[config.mk]
export PLATFORM = sky130hd
export DESIGN_NAME = sd_cmd_framer
export DESIGN_NICKNAME = d
export VERILOG_FILES = /design/src/rtl/sd_cmd_framer.sv
export SDC_FILE = /design/constraint.sdc
export NUM_CORES = 1
export LEC_CHECK = 0
export CORE_MARGIN = 8
export CORE_UTILIZATION = 29
export DETAILED_ROUTE_END_ITERATION = 10
export GPL_TIMING_DRIVEN = 0
export SETUP_SLACK_MARGIN = 0.02
export SYNTH_ARGS = -nofsm -noshare
export SYNTH_HDL_FRONTEND = slang
export SYNTH_SLANG_ARGS = --single-unit
[constraint.sdc]
create_clock -name clk50 -period 2.8 [get_ports clk50]
set_input_delay 0.28 -clock clk50 [delete_from_list [all_inputs] [get_ports clk50]]
set_output_delay 0.28 -clock clk50 [all_outputs]
set_load 0.05 [all_outputs]
[src/rtl/sd_cmd_framer.sv]
// SD SPI command framer: builds the 6-byte command frame (start bits, CRC7, end bit), streams it
// to the byte engine, then polls with 0xFF fill bytes for R1 and an optional 4-byte R3/R7 payload.
module sd_cmd_framer #(
    parameter int unsigned NCR_MAX = 8
) (
    input  logic        clk50,
    input  logic        rst_n,
    input  logic        cmd_stb,
    input  logic [5:0]  cmd_idx,
    input  logic [31:0] cmd_arg,
    input  logic        cmd_long,
    output logic        busy,
    output logic        done,
    output logic        timeout,
    output logic [7:0]  resp_r1,
    output logic [31:0] resp_ext,
    output logic        w_stb,
    output logic [7:0]  w_data,
    input  logic        r_stb,
    input  logic [7:0]  r_data
);

    localparam logic [7:0] NCR_LIMIT = NCR_MAX[7:0];

    typedef enum logic [3:0] {
        ST_IDLE      = 4'd0,
        ST_CALC      = 4'd1,
        ST_SEND      = 4'd2,
        ST_WAIT_TX   = 4'd3,
        ST_POLL      = 4'd4,
        ST_POLL_WAIT = 4'd5,
        ST_EXT       = 4'd6,
        ST_EXT_WAIT  = 4'd7,
        ST_FINISH    = 4'd8
    } state_t;

    // CRC7 (x^7 + x^3 + 1, init 0) over the 40 header/argument bits, MSB first.
    function automatic logic [6:0] crc7_calc(input logic [39:0] bits);
        logic [6:0] crc;
        logic       fb;
        crc = 7'h00;
        for (int i = 39; i >= 0; i--) begin
            fb  = bits[i] ^ crc[6];
            crc = {crc[5:0], 1'b0} ^ (fb ? 7'h09 : 7'h00);
        end
        return crc;
    endfunction

    function automatic logic [7:0] frame_byte(input logic [2:0]  idx,
                                              input logic [5:0]  ci,
                                              input logic [31:0] ca,
                                              input logic [6:0]  crc);
        case (idx)
            3'd0:    return {2'b01, ci};
            3'd1:    return ca[31:24];
            3'd2:    return ca[23:16];
            3'd3:    return ca[15:8];
            3'd4:    return ca[7:0];
            3'd5:    return {crc, 1'b1};
            default: return 8'hFF;
        endcase
    endfunction

    state_t      state_r;
    state_t      state_nxt;
    logic [5:0]  cmd_idx_r;
    logic [31:0] cmd_arg_r;
    logic        cmd_long_r;
    logic [6:0]  crc_r;
    logic [2:0]  byte_idx_r;
    logic [2:0]  byte_idx_nxt;
    logic [7:0]  poll_cnt_r;
    logic [7:0]  poll_cnt_nxt;
    logic [1:0]  ext_cnt_r;
    logic [1:0]  ext_cnt_nxt;
    logic        accept_s;
    logic        r1_load_s;
    logic        timeout_set_s;
    logic        ext_shift_s;
    logic        w_stb_nxt;
    logic [7:0]  w_data_nxt;
    logic        busy_r;
    logic        done_r;
    logic        timeout_r;
    logic [7:0]  resp_r1_r;
    logic [31:0] resp_ext_r;
    logic        w_stb_r;
    logic [7:0]  w_data_r;

    // FSM state register.
    always_ff @(posedge clk50 or negedge rst_n) begin
        if (!rst_n) begin
            state_r <= ST_IDLE;
        end else begin
            state_r <= state_nxt;
        end
    end

    // Next-state, counter and control-strobe decode.
    always_comb begin
        state_nxt     = state_r;
        byte_idx_nxt  = byte_idx_r;
        poll_cnt_nxt  = poll_cnt_r;
        ext_cnt_nxt   = ext_cnt_r;
        accept_s      = 1'b0;
        r1_load_s     = 1'b0;
        timeout_set_s = 1'b0;
        ext_shift_s   = 1'b0;
        case (state_r)
            ST_IDLE: begin
                if (cmd_stb) begin
                    accept_s     = 1'b1;
                    state_nxt    = ST_CALC;
                    byte_idx_nxt = 3'd0;
                    poll_cnt_nxt = 8'd0;
                    ext_cnt_nxt  = 2'd0;
                end else begin
                    state_nxt = ST_IDLE;
                end
            end
            ST_CALC: state_nxt = ST_SEND;
            ST_SEND: state_nxt = ST_WAIT_TX;
            ST_WAIT_TX: begin
                if (r_stb) begin
                    if (byte_idx_r == 3'd5) begin
                        state_nxt = ST_POLL;
                    end else begin
                        state_nxt    = ST_SEND;
                        byte_idx_nxt = byte_idx_r + 3'd1;
                    end
                end else begin
                    state_nxt = ST_WAIT_TX;
                end
            end
            ST_POLL: begin
                state_nxt    = ST_POLL_WAIT;
                poll_cnt_nxt = poll_cnt_r + 8'd1;
            end
            ST_POLL_WAIT: begin
                if (r_stb) begin
                    // A cleared MSB marks the R1 byte; anything else is Ncr fill.
                    if (!r_data[7]) begin
                        r1_load_s = 1'b1;
                        state_nxt = cmd_long_r ? ST_EXT : ST_FINISH;
                    end else if (poll_cnt_r < NCR_LIMIT) begin
                        state_nxt = ST_POLL;
                    end else begin
                        timeout_set_s = 1'b1;
                        state_nxt     = ST_FINISH;
                    end
                end else begin
                    state_nxt = ST_POLL_WAIT;
                end
            end
            ST_EXT: state_nxt = ST_EXT_WAIT;
            ST_EXT_WAIT: begin
                if (r_stb) begin
                    ext_shift_s = 1'b1;
                    if (ext_cnt_r == 2'd3) begin
                        state_nxt = ST_FINISH;
                    end else begin
                        state_nxt   = ST_EXT;
                        ext_cnt_nxt = ext_cnt_r + 2'd1;
                    end
                end else begin
                    state_nxt = ST_EXT_WAIT;
                end
            end
            ST_FINISH: state_nxt = ST_IDLE;
            default:   state_nxt = ST_IDLE;
        endcase

        w_stb_nxt = (state_nxt == ST_SEND) || (state_nxt == ST_POLL) || (state_nxt == ST_EXT);
        if (state_nxt == ST_SEND) begin
            w_data_nxt = frame_byte(byte_idx_nxt, cmd_idx_r, cmd_arg_r, crc_r);
        end else begin
            w_data_nxt = 8'hFF;
        end
    end

    // Command latch, CRC register and sequencing counters.
    always_ff @(posedge clk50 or negedge rst_n) begin
        if (!rst_n) begin
            cmd_idx_r  <= 6'd0;
            cmd_arg_r  <= 32'd0;
            cmd_long_r <= 1'b0;
            crc_r      <= 7'd0;
            byte_idx_r <= 3'd0;
            poll_cnt_r <= 8'd0;
            ext_cnt_r  <= 2'd0;
        end else begin
            byte_idx_r <= byte_idx_nxt;
            poll_cnt_r <= poll_cnt_nxt;
            ext_cnt_r  <= ext_cnt_nxt;
            if (accept_s) begin
                cmd_idx_r  <= cmd_idx;
                cmd_arg_r  <= cmd_arg;
                cmd_long_r <= cmd_long;
            end
            if (state_r == ST_CALC) begin
                crc_r <= crc7_calc({2'b01, cmd_idx_r, cmd_arg_r});
            end
        end
    end

    // Response capture: R1, R3/R7 payload and timeout flag.
    always_ff @(posedge clk50 or negedge rst_n) begin
        if (!rst_n) begin
            resp_r1_r  <= 8'hFF;
            resp_ext_r <= 32'd0;
            timeout_r  <= 1'b0;
        end else begin
            if (accept_s) begin
                resp_ext_r <= 32'd0;
                timeout_r  <= 1'b0;
            end
            if (r1_load_s) begin
                resp_r1_r <= r_data;
            end
            if (timeout_set_s) begin
                timeout_r <= 1'b1;
                resp_r1_r <= 8'hFF;
            end
            if (ext_shift_s) begin
                resp_ext_r <= {resp_ext_r[23:0], r_data};
            end
        end
    end

    // Registered handshake and transmit outputs, decoded from the upcoming state.
    always_ff @(posedge clk50 or negedge rst_n) begin
        if (!rst_n) begin
            busy_r   <= 1'b0;
            done_r   <= 1'b0;
            w_stb_r  <= 1'b0;
            w_data_r <= 8'hFF;
        end else begin
            busy_r   <= (state_nxt != ST_IDLE);
            done_r   <= (state_nxt == ST_FINISH);
            w_stb_r  <= w_stb_nxt;
            w_data_r <= w_data_nxt;
        end
    end

    assign busy     = busy_r;
    assign done     = done_r;
    assign timeout  = timeout_r;
    assign resp_r1  = resp_r1_r;
    assign resp_ext = resp_ext_r;
    assign w_stb    = w_stb_r;
    assign w_data   = w_data_r;

endmodule
## Word-level counts from Yosys, hierarchy flattened

Cells that the tools add are included.

| storage, ports and cells | value |
|---|---|
| output and inout bits | 52 |
| input bits | 51 |
| register bits | 115 |

| cells by class | value |
|---|---|
| $add $sub $neg | 3 |
| mux-type cells | 77 |
| eq/ne operators | 21 |
| reduce and logical (&&, ||, !) cells | 12 |
| bitwise logic cells | 75 |
| $lt $le $gt $ge | 1 |

Operator list:

| operator | count |
|---|---|
| XOR 7 x 4 -> 7 bit | 36 |
| two-way mux 4 bit | 45 |
| two-way mux 32 bit | 2 |
| one-hot mux 8 bit (6 select lines) | 1 |
| XOR 1 bit | 35 |
| two-way mux 8 bit | 4 |
| one-hot mux 4 bit (8 select lines) | 1 |
| equality test 4 x 3 -> 1 bit, second input constant | 6 |
| one-hot mux 8 bit (2 select lines) | 1 |
| two-way mux 1 bit | 14 |
| equality test 4 x 2 -> 1 bit, second input constant | 3 |
| two-way mux 3 bit | 4 |
| nonzero test 2 bit | 5 |
| equality test 3 bit, second input constant | 3 |
| adder 8 x 1 -> 8 bit, second input constant | 1 |
| less-than comparator 8 x 4 -> 1 bit, second input constant | 1 |
| equality test 3 x 2 -> 1 bit, second input constant | 2 |
| two-way mux 2 bit | 3 |
| inequality test 2 bit, second input constant | 3 |
| one-hot mux 3 bit (2 select lines) | 1 |
| XOR 6 x 4 -> 6 bit | 1 |
| equality test 4 x 1 -> 1 bit, second input constant | 1 |
| equality test 4 bit, second input constant | 1 |
| zero test 4 bit | 1 |
| other kinds (12) | 14 |

## Depth between registers and ports, before layout

Gate-level depths: netlist of run 1.

| logic depth | value |
|---|---|
| word-level depth | 109 |
| depth in mapped cells | 10 |
| depth with buffers taken out | 10 |

## Worst setup path before layout of run 1

No wires, ideal clock.

| timing path | value |
|---|---|
| path type | reg-to-reg |
| from | register cmd_idx_r[3] |
| to | register crc_r[3] |
| path buffers | 0 |
| library setup time | 125 ps |
| path slack | 249 ps |
| data required time | 2675 ps |
| stages on the path, launching flop included | 8 |
| period minus slack after synthesis | 2551 ps |
| arrival time | 2426 ps |
| cell sequence | dfrtp_1 -> xnor3_2 -> xnor2_2 -> xor3_2 -> xnor3_2 -> xnor2_2 -> xnor2_1 -> mux2_4 |

| between the ends | value |
|---|---|
| cells in the longest elaborated chain, start to end | 54 |
| elaborated cells on any way between the ends | 78 |
| classes of those cells | mux: 21; bitwise: 57 |

Ends and longest elaborated chain:

| what | line | RTL |
|---|---|---|
| start, declared | 66 | `logic [5:0] cmd_idx_r;` |
| start signal, assigned | 196 | `cmd_idx_r <= cmd_idx;` |
| XOR 1 bit (*) | 43 | `fb = bits[i] ^ crc[6];` |
| two-way mux 4 bit (*) | 44 | `crc = {crc[5:0], 1'b0} ^ (fb ? 7'h09 : 7'h00);` |
| XOR 7 x 4 -> 7 bit (*) (4 in series) | 44 |  |
| XOR 1 bit or XOR 7 x 4 -> 7 bit (tied branches) | 43, 44 |  |
| two-way mux 4 bit or XOR 7 x 4 -> 7 bit (tied branches) | 44 |  |
| XOR 7 x 4 -> 7 bit (*) (4 in series) | 44 |  |
| XOR 1 bit or XOR 7 x 4 -> 7 bit (tied branches) | 43, 44 |  |
| two-way mux 4 bit or XOR 7 x 4 -> 7 bit (tied branches) | 44 |  |
| [... 23 more ...] | - |  |
| two-way mux 4 bit or XOR 7 x 4 -> 7 bit (tied branches) | 44 |  |
| XOR 7 x 4 -> 7 bit (*) (4 in series) | 44 |  |
| XOR 1 bit or XOR 7 x 4 -> 7 bit (tied branches) | 43, 44 |  |
| two-way mux 4 bit or XOR 7 x 4 -> 7 bit (tied branches) | 44 |  |
| XOR 7 x 4 -> 7 bit (*) (4 in series) | 44 |  |
| XOR 1 bit or XOR 7 x 4 -> 7 bit (tied branches) | 43, 44 |  |
| two-way mux 4 bit or XOR 7 x 4 -> 7 bit (tied branches) | 44 |  |
| XOR 7 x 4 -> 7 bit (*) (4 in series) | 44 |  |
| end signal, assigned | 201 | `crc_r <= crc7_calc({2'b01, cmd_idx_r, cmd_arg_r});` |
| end, declared | 69 | `logic [6:0] crc_r;` |

Every way passes the cells marked *; elsewhere a longest branch is shown, timed or not.
A chain may end at the register's enable or synchronous reset.

## Worst setup path after layout of run 1

| timing path | value |
|---|---|
| from | register cmd_idx_r[4] |
| to | register crc_r[2] |

| between the ends | value |
|---|---|
| cells in the longest elaborated chain, start to end | 53 |
| elaborated cells on any way between the ends | 73 |
| classes of those cells | mux: 18; bitwise: 55 |

Ends and longest elaborated chain:

| what | line |
|---|---|
| XOR 1 bit (*) | 43 |
| two-way mux 4 bit (*) | 44 |
| XOR 6 x 4 -> 6 bit (*) | 44 |
| XOR 7 x 4 -> 7 bit (*) (3 in series) | 44 |
| XOR 1 bit or XOR 7 x 4 -> 7 bit (tied branches) | 43, 44 |
| two-way mux 4 bit or XOR 7 x 4 -> 7 bit (tied branches) | 44 |
| XOR 7 x 4 -> 7 bit (*) (4 in series) | 44 |
| XOR 1 bit or XOR 7 x 4 -> 7 bit (tied branches) | 43, 44 |
| [... 18 more ...] | - |
| two-way mux 4 bit or XOR 7 x 4 -> 7 bit (tied branches) | 44 |
| XOR 7 x 4 -> 7 bit (*) (7 in series) | 44 |
| XOR 1 bit or XOR 7 x 4 -> 7 bit (tied branches) | 43, 44 |
| two-way mux 4 bit or XOR 7 x 4 -> 7 bit (tied branches) | 44 |
| XOR 7 x 4 -> 7 bit (*) (7 in series) | 44 |
| XOR 1 bit (*) | 43 |
| two-way mux 4 bit (*) | 44 |
| XOR 7 x 4 -> 7 bit (*) (3 in series) | 44 |

Marked as above.

==> results of run 1 <==
## what timing repair did
action	in CTS	in global routing
pin swaps	2	1
hold buffers	1	0
setup endpoints to repair	10	11
gates resized for setup	5	20
buffers inserted	0	2
endpoints found under the hold margin	24	0
gates cloned	0	0
## layout make-up
| cell class | instances | area share (%) |
|---|---|---|
| Sequential cell | 115 | 37.6 |
| Tap cell | 265 | 4.30 |
| Inverter | 7 | 0.341 |
| Multi-Input combinational cell | 395 | 35.2 |
| Clock buffer | 17 | 5.52 |
| Timing Repair Buffer | 106 | 14.1 |
| Buffer | 23 | 1.20 |
| Clock inverter | 15 | 1.72 |
## synth_stat cells (2+ instances only)
master	count	area, um^2
nand2_1	158	593
dfrtp_1	99	2480
a22o_1	32	280
xnor2_1	28	245
nor2_1	20	75.1
o21ai_0	20	100
clkbuf_1	19	71.3
nand3_1	18	90.1
dfstp_2	16	420
xnor3_1	13	293
a21oi_1	11	55.1
nor3_1	10	50.1
xor2_1	9	78.8
a221oi_1	8	70.1
inv_1	6	22.5
mux2_2	6	67.6
mux2i_1	6	60.1
and3_1	5	31.3
buf_1	5	18.8
a211oi_1	4	30.0
ha_1	4	50.1
nand4_1	4	25.0
nand2b_1	3	18.8
o2bb2ai_1	3	26.3
xnor2_2	3	48.8
xnor3_2	3	71.3
a21o_1	2	15.0
a31oi_1	2	12.5
nor2b_1	2	12.5
o211ai_1	2	15.0
or3_1	2	12.5
xor3_1	2	47.6
## cell families after synthesis
logic type               after synthesis  synth area share, %
flip-flops                           115                 51.4
buffers and inverters                 31                 2.06
AO/OA/AOI/OAI                         94                 12.2
multiplexers                          13                 2.53
adder cells (fa/ha/maj)                4                0.888
AND/OR/NAND/NOR                      225                 16.6
XOR/XNOR                              59                 14.4
## layer usage
metal	global-route usage, %	vias up
met1	16.6	2134
met4	4.76	2
li1	-	2128
met5	0	-
met2	21.3	111
met3	4.13	10
## worst paths after layout
| kind | start | end |
|---|---|---|
| hold / removal | rst_n | cmd_arg_r[17] |
| hold reg to reg | resp_r1[7] | resp_r1[7] |
| setup / recovery | cmd_idx_r[4] | crc_r[2] |
| setup reg to reg | cmd_idx_r[4] | crc_r[2] |
| min in group clk50 | cmd_idx[4] | cmd_idx_r[4] |
| max in group asynchronous | rst_n | resp_r1[0] |
## sequential cells by signal, summed over array words and instances (netlist names)
name and flops:
resp_ext 32, w_stb 1, timeout 1, crc_r 7
cmd_idx_r 6, done 1, resp_r1 8, poll_cnt_r 8
cmd_long_r 1, state_r 4, ext_cnt_r 2, w_data 8
byte_idx_r 3, cmd_arg_r 32, busy 1
## metrics by stage
stage | TNS (ps) | instance area [um^2] | utilization (%) | hold slack, ps | cells
4_1_cts | 0 | 7620 | 39.5 | 308 | 942
5_1_grt | 0 | 7710 | 40.0 | 340 | 943
3_3_place_gp | -341390 | 6990 | 36.3 | 453 | 908
2_1_floorplan | 0 | 5640 | - | -15.6 | 541
6_report | 0 | 7710 | 40.0 | 309 | 943
3_5_place_dp | -1500 | 7020 | 36.4 | 194 | 909
==> metrics.csv, run 1 <==
stage;metric;value;unit
outcome;run_status;finished, final reports clean;
worst_setup_path;reg2reg_setup_slack;60;ps
route;drc;0;
synthesis;yosysWarnings;0;
final_layout;fillers;1910;
clock_network;cts_sinks;115;
sta;hold_viol;0;
synthesis;syn_area;5640;um^2
synthesis;ys_types;48;
final_layout;multi_input_area;2710;um^2
die;start_util;29.3;%
clock_network;clk_pin_slew;60;ps
die;rows;51;
synthesis;avgSynthCellArea;10.4;um^2
worst_setup_path;path_max_fanout;5;
route;vias;4385;
final_layout;n_antenna_cell;0;
worst_setup_path;cp_top_family;XOR/XNOR gates;
final_layout;final_cell_mix;nand2_1, clkdlybuf4s50_1, dfrtp_1;
clock_network;cts_tree;yes;
clock_network;cts_buffers;17;
sta;period_minus_slack;2740;ps
worst_setup_path;crit_type;flop to flop;
final_layout;final_nets;720;
sta;clock_skew;31.1;ps
route;ant_nets;0;
placement;hpwl;11400;um
worst_setup_path;cp_num_buf_inv;0;
worst_setup_path;required;3090;ps
job;maxCapViolations;0;
final_layout;seqCellArea;2900;um^2
synthesis;synth_nets;596;
worst_setup_path;crit_slowest_cell;dfrtp_2;
worst_setup_path;r2r_cells;7;
placement;pre_cts_ws;-286;ps
final_layout;drive_gt1_share;12.5;%
worst_setup_path;cp_cell_sequence;xnor2_2 -> xnor3_1 -> xnor3_1 -> xnor3_2 -> xnor2_2 -> xnor2_1 -> mux2_2;
die;core;19300;um^2
grt;grt_max_degree;84;
die;die_area;24200;um^2
synthesis;yosysSeqAreaShare;51.4;%
synthesis;synthesis.instances;541;
die;fp.dieH;155;um
route;routedWlPerCell;16.4;um
sta;max_slew_margin;38.2;%
worst_setup_path;crit_path_start_kind;flop;
clock_network;ctsRootBufferMaster;clkbuf_16;
final_layout;syn_to_final_growth;36.7;%
synthesis;synth-async-reset-ratio;100;%
route;maxUsedRoutingLayer;met5;
sta;setup_viol;0;
route;m1WireLength;6950;um
clock_network;clock_path_buffers;2;
worst_setup_path;cpPeakStageDelay;480;ps
grt;grt_pass1_vias;4554;
sta;setup_ws;61.0;ps
worst_hold_path;hold_class;input port to asynchronous set/reset pin;
route;drt_iter0_markers;272;
clock_network;cts_max_level;4;
worst_setup_path;crit_path_end_kind;flop;
synthesis;synth-seq-cells;115;
grt;antenna_found_initial;1;
route;wl_met3;872;um
sta;rsz0062_at_grt;false;
grt;grt_usage;13.3;%
sta;fmax;365;MHz
sta;finalCritPeriodShare;97.8;%
grt;grt_overflow_total;0;
route;vias_per_cell;4.65;
grt;grt_first_pass_wirelength;25100;um
final_layout;layout_commonest_cell;nand2_1;
synthesis;ys.flop_type;dfrtp_1;
route;wl_met2;7530;um
placement;gp_congestion;0.837;
die;die_w;155;um
sta;worst_slew_pin_slew;920;ps
synthesis;synth_edf_count;0;
placement;io_buffers;102;
clock_network;clkLatencyLatePin;430;ps
die;io_pins;103;
route;postRouteWirelength;15500;um
sta;slew_viol_final;0;
worst_setup_path;critical_path_depth;7;
route;firstDrtPassIters;4;
worst_setup_path;cp.arrival;3030;ps
Power of run 1 is not shown: default switching activity piles up to over one toggle a cycle in this logic, so the estimate is an artifact.
==> run 2, diff against run 1 <==
--- a/config.mk
+++ b/config.mk
@@ -6,9 +6,10 @@
 export NUM_CORES = 1
 export LEC_CHECK = 0
 export CORE_MARGIN = 8
-export CORE_UTILIZATION = 29
+export CORE_UTILIZATION = 53
 export DETAILED_ROUTE_END_ITERATION = 10
 export GPL_TIMING_DRIVEN = 0
+export PLACE_DENSITY = 0.81
 export SETUP_SLACK_MARGIN = 0.02
 export SYNTH_ARGS = -nofsm -noshare
 export SYNTH_HDL_FRONTEND = slang
==> metrics.csv, run 2 (same netlist as run 1, synthesis figures left out) <==
stage;metric;value;unit;change
route;ant_nets;0;;unchanged
sta;slew_viol_final;0;;unchanged
worst_setup_path;cp_cell_sequence;xnor2_2 -> xnor3_1 -> xor2_1 -> xnor3_1 -> xnor2_2 -> xnor2_1 -> mux2_2;;was xnor2_2 -> xnor3_1 -> xnor3_1 -> xnor3_2 -> xnor2_2 -> xnor2_1 -> mux2_2
sta;fmax;364;MHz;was 365 MHz
clock_network;clkLatencyLatePin;540;ps;was 430 ps
job;maxCapViolations;0;;unchanged
worst_setup_path;crit_path_end_kind;flop;;unchanged
grt;met1_usage;25.7;%;was 16.6%
route;firstDrtPassIters;5;;was 4
worst_setup_path;cpPeakStageDelay;480;ps;about the same
clock_network;cts_tree;yes;;unchanged
sta;worst_slew_pin_slew;921;ps;was 920 ps
final_layout;fillers;714;;was 1910
worst_setup_path;path_max_fanout;5;;unchanged
final_layout;syn_to_final_growth;34.6;%;was 36.7%
grt;antenna_found_initial;0;;was 1
grt;grt_first_pass_wirelength;25300;um;was 25100 um
worst_setup_path;crit_slowest_cell;xnor3_1;;was dfrtp_2
route;routedWlPerCell;18.9;um;was 16.4 um
grt;grt_use_met3;6.09;%;was 4.13%
final_layout;final_nets;721;;was 720
sta;finalCritPeriodShare;98.1;%;was 97.8%
placement;placed_cell_area;6860;um^2;was 7020 um^2
route;vias_per_cell;5.67;;was 4.65
grt;grt_usage;22.5;%;was 13.3%
worst_hold_path;hold_class;input port to flop;;was input port to asynchronous set/reset pin
placement;io_buffers;102;;unchanged
clock_network;cts_sinks;115;;unchanged
sta;clock_skew;7.18;ps;was 31.1 ps
final_layout;n_antenna_cell;0;;unchanged
grt;busiest_layer;met2;;unchanged
outcome;run_status;finished, final reports clean;;unchanged
clock_network;cts_max_level;4;;unchanged
sta;max_slew_margin;38.1;%;was 38.2%
clock_network;cts_buffers;17;;unchanged
route;drt_iter0_markers;405;;was 272
clock_network;clock_path_buffers;2;;unchanged
die;core;10300;um^2;was 19300 um^2
sta;hold_viol;0;;unchanged
final_layout;fin_util;73.5;%;was 40.0%
die;rows;37;;was 51
sta;fin_tns_setup;0;ps;unchanged
clock_network;clk_pin_slew;60;ps;about the same
route;postRouteWirelength;15400;um;was 15500 um
final_layout;final_cell_mix;nand2_1, clkdlybuf4s50_1, dfrtp_1;;unchanged
worst_setup_path;cp.arrival;3170;ps;was 3030 ps
worst_setup_path;crit_path_start_kind;flop;;unchanged
final_layout;drive_gt1_share;12.2;%;was 12.5%
grt;grt_max_degree;72;;was 84
sta;setup_viol;0;;unchanged
placement;hpwl;11100;um;was 11400 um
die;die_area;14200;um^2;was 24200 um^2
grt;grt_pass1_vias;4890;;was 4554
route;vias;4619;;was 4385
worst_setup_path;cp_top_family;XOR/XNOR gates;;unchanged
grt;grt_overflow_total;0;;unchanged
clock_network;ctsRootBufferMaster;clkbuf_8;;was clkbuf_16
die;io_pins;103;;unchanged
final_layout;final_cell_area;7590;um^2;was 7710 um^2
sta;rsz0062_at_grt;true;;was false
placement;gp_congestion;0.912;;was 0.837
sta;period_minus_slack;2750;ps;was 2740 ps
die;fp.dieH;119;um;was 155 um
worst_setup_path;required;3220;ps;was 3090 ps
worst_setup_path;cp_num_buf_inv;0;;unchanged
worst_setup_path;crit_type;flop to flop;;unchanged
route;drc;0;;unchanged
final_layout;layout_commonest_cell;nand2_1;;unchanged
die;die_w;119;um;was 155 um
grt;use_met2;38.0;%;was 21.3%
die;start_util;54.6;%;was 29.3%
-- run 2: changes by cell type in the layout (fill, tap and decap cells not counted), moves of 2 or more --
cell / before / now
clkbuf_8: 0 / 4
buf_4: 1 / 4
clkbuf_16: 17 / 19
inv_6: 4 / 2
-- run 2: layout make-up --
cell class | instances | area (um^2) | area share [%]
clock inverters | 9 | 86.3 | 1.14
flip-flops and latches | 115 | 2900 | 38.2
multi-input cells | 395 | 2700 | 35.6
plain buffers | 23 | 91.3 | 1.20
clock buffers | 23 | 531 | 6.99
well taps | 136 | 170 | 2.24
repair buffers | 107 | 1080 | 14.2
inverters | 7 | 30.0 | 0.396
-- run 2: final timing paths --
path | startpoint | to | slack [ps] | cells past startpoint
worst max-delay path | cmd_idx_r[4] | crc_r[5] | 50 | 7
max in group asynchronous | rst_n | w_data[5] | 1730 | 3
worst min register to register | resp_r1[7] | resp_r1[7] | 470 | 2
worst min-delay path | cmd_idx[4] | cmd_idx_r[4] | 270 | 3
worst max register to register | cmd_idx_r[4] | crc_r[5] | 50 | 7
min in group asynchronous | rst_n | ext_cnt_r[0] | 290 | 2
-- run 2: what timing repair did --
item,CTS,global route
setup buffers,0,3
pin swaps,1,2
setup endpoints to repair,10,11
hold endpoints to repair,43,0
gates resized for setup,6,15
hold buffers,1,0
-- run 2: tightest hold or removal path, delay by kind of cell --
family / cells / cell delay [ps]
simple gates: 2 / 90
buf+inv: 1 / 400
-- run 2: through the flow --
stage          hold slack [ps]  setup slack, ps  instances
3_3_place_gp               453            -2680        779
3_5_place_dp               325             -314        780
4_1_cts                    256             36.4        813
6_report                   275             52.3        815
2_1_floorplan            -15.6              249        541
5_1_grt                    279            -19.5        815
-- run 2: per-layer routing --
metal,vias to the layer above,part of all wire (%),wire length (um)
met2,178,51,7910
met1,2270,39,6060
met4,0,3.4,520
met3,43,5.9,915
li1,2128,-,-
met5,-,0,0
Power of run 2 is left out for the same reason.
==> run 3, diff against run 2 <==
--- a/config.mk
+++ b/config.mk
@@ -5,7 +5,7 @@
 export SDC_FILE = /design/constraint.sdc
 export NUM_CORES = 1
 export LEC_CHECK = 0
-export CORE_MARGIN = 8
+export CORE_MARGIN = 2
 export CORE_UTILIZATION = 53
 export DETAILED_ROUTE_END_ITERATION = 10
 export GPL_TIMING_DRIVEN = 0
==> metrics.csv, run 3 (same netlist as run 1, synthesis figures left out) <==
stage;metric;value;unit;change
placement;gp_congestion;0.874;;was 0.912
sta;fin_tns_setup;0;ps;unchanged
worst_hold_path;hold_path_end;cmd_arg_r[19];;was cmd_idx_r[4]
final_layout;stdcell_count;814;;was 815
grt;antenna_found_initial;0;;unchanged
route;vias;4749;;was 4619
worst_hold_path;hp-start;cmd_arg[19];;was cmd_idx[4]
clock_network;clkLatencyLatePin;520;ps;was 540 ps
route;drt_iter0_markers;280;;was 405
placement;dp.cells;780;;unchanged
worst_setup_path;reg2reg_setup_slack;50;ps;about the same
die;core;10300;um^2;unchanged
final_layout;seqCellArea;2900;um^2;about the same
route;ant_nets;0;;unchanged
outcome;run_status;finished, final reports clean;;unchanged
sta;setup_viol;0;;unchanged
placement;io_buffers;102;;unchanged
route;routedWlPerCell;18.6;um;was 18.9 um
sta;rsz0062_at_grt;true;;unchanged
final_layout;multi_input_area;2700;um^2;about the same
grt;grt_usage;28.2;%;was 22.5%
final_layout;final_nets;720;;was 721
clock_network;cts_buffers;17;;unchanged
final_layout;syn_to_final_growth;33.8;%;was 34.6%
clock_network;clock_path_buffers;2;;unchanged
worst_setup_path;crit_path_end_kind;flop;;unchanged
clock_network;ctsRootBufferMaster;clkbuf_8;;unchanged
sta;slew_viol_final;0;;unchanged
final_layout;final_cell_mix;nand2_1, clkdlybuf4s50_1, dfrtp_1;;unchanged
worst_setup_path;required;3200;ps;was 3220 ps
sta;clock_skew;10.3;ps;was 7.18 ps
clock_network;cts_sinks;115;;unchanged
worst_setup_path;r2r-end;crc_r[3];;was crc_r[5]
worst_setup_path;crit_path_start_kind;flop;;unchanged
clock_network;cts_max_level;4;;unchanged
sta;period_minus_slack;2750;ps;about the same
clock_network;cts_tree;yes;;unchanged
worst_setup_path;r2r_start;cmd_idx_r[4];;unchanged
sta;fmax;364;MHz;about the same
grt;grt_pass1_vias;4883;;was 4890
sta;worst_slew_pin_slew;911;ps;was 921 ps
die;die_area;11500;um^2;was 14200 um^2
worst_hold_path;hold_class;input port to flop;;unchanged
sta;finalCritPeriodShare;98.1;%;about the same
die;rows;37;;unchanged
die;die_w;107;um;was 119 um
worst_setup_path;critPathLaunch;cmd_idx_r[4];;unchanged
die;start_util;54.6;%;unchanged
clock_network;clk_pin_slew;60;ps;about the same
worst_setup_path;crit_type;flop to flop;;unchanged
final_layout;n_antenna_cell;0;;unchanged
final_layout;fillers;711;;was 714
die;io_pins;103;;unchanged
placement;hpwl;10200;um;was 11100 um
worst_setup_path;r2r_cells;7;;unchanged
grt;grt_overflow_total;0;;unchanged
worst_hold_path;worstHoldPathCells;3;;unchanged
final_layout;drive_gt1_share;12.8;%;was 12.2%
route;postRouteWirelength;15200;um;was 15400 um
worst_setup_path;cp.arrival;3140;ps;was 3170 ps
job;maxCapViolations;0;;unchanged
final_layout;layout_commonest_cell;nand2_1;;unchanged
route;firstDrtPassIters;5;;unchanged
sta;hold_viol;0;;unchanged
worst_setup_path;path_max_fanout;5;;unchanged
route;vias_per_cell;5.83;;was 5.67
route;drc;0;;unchanged
sta;max_slew_margin;38.8;%;was 38.1%
grt;grt_first_pass_wirelength;24600;um;was 25300 um
grt;grt_max_degree;66;;was 72
die;fp.dieH;107;um;was 119 um
run 3: cell count changes in the layout (fill, tap and decap cells not counted), moves of 2 or more:
| cell | before | now |
|---|---|---|
| dfrtp_1 | 98 | 94 |
| dfrtp_2 | 1 | 5 |
| clkbuf_16 | 19 | 16 |
| clkbuf_8 | 4 | 1 |
| inv_6 | 2 | 5 |
| clkinv_2 | 3 | 1 |
| inv_8 | 0 | 2 |
| xnor2_2 | 5 | 7 |
run 3: worst max path at each step:
| stage | slack [ps] | depth (start not counted) | end |
|---|---|---|---|
| 6_report | 50 | 7 | crc_r[3] |
| 5_1_grt | -4 | 7 | crc_r[3] |
| 4_1_cts | 50 | 7 | crc_r[3] |
| 3_5_place_dp | -300 | 10 | w_data[4] |
| 3_3_place_gp | -2690 | 1 | cmd_arg_r[1] |
| 2_1_floorplan | 250 | 7 | crc_r[3] |
run 3: final cells by class:
cell class              instances  area share (%)
well taps                     136            2.26
multi-input cells             395            35.8
inverters                       7           0.348
repair buffers                106            14.2
clock buffers                  17            5.49
plain buffers                  23            1.21
flip-flops and latches        115            38.5
clock inverters                15            2.26
run 3: layer usage:
metal,track usage [%],vias to the layer above,part of all wire (%)
li1,-,2129,-
met1,34.1,2353,39
met2,47.7,224,51
met3,6.69,43,5.9
met4,13.3,0,3.4
met5,0,-,0
run 3: metrics by stage:
step / cell area, um^2 / hold WS [ps] / util (%) / worst slack, ps
2_1_floorplan: 5640 / -15.6 / - / 249
3_3_place_gp: 6830 / 453 / 66.2 / -2690
3_5_place_dp: 6860 / 343 / 66.4 / -305
4_1_cts: 7480 / 275 / 72.5 / 45.2
5_1_grt: 7540 / 272 / 73.1 / -3.76
6_report: 7540 / 282 / 73.1 / 54.5
run 3: critical path: stages, from the launching register on:
cell	delay [ps]
dfrtp_2	490
xor3_1	470
xnor3_1	300
xor2_1	280
xnor3_2	520
xnor2_2	170
xnor2_1	140
mux2_4	250
run 3: timing repair:
action	4_1_cts	5_1_grt
hold endpoints to repair	42	0
pin swaps	0	5
buffers inserted	0	2
endpoints found under the setup margin	9	12
hold buffers	1	0
resized for setup	7	17
Power of run 3 is left out for the same reason.
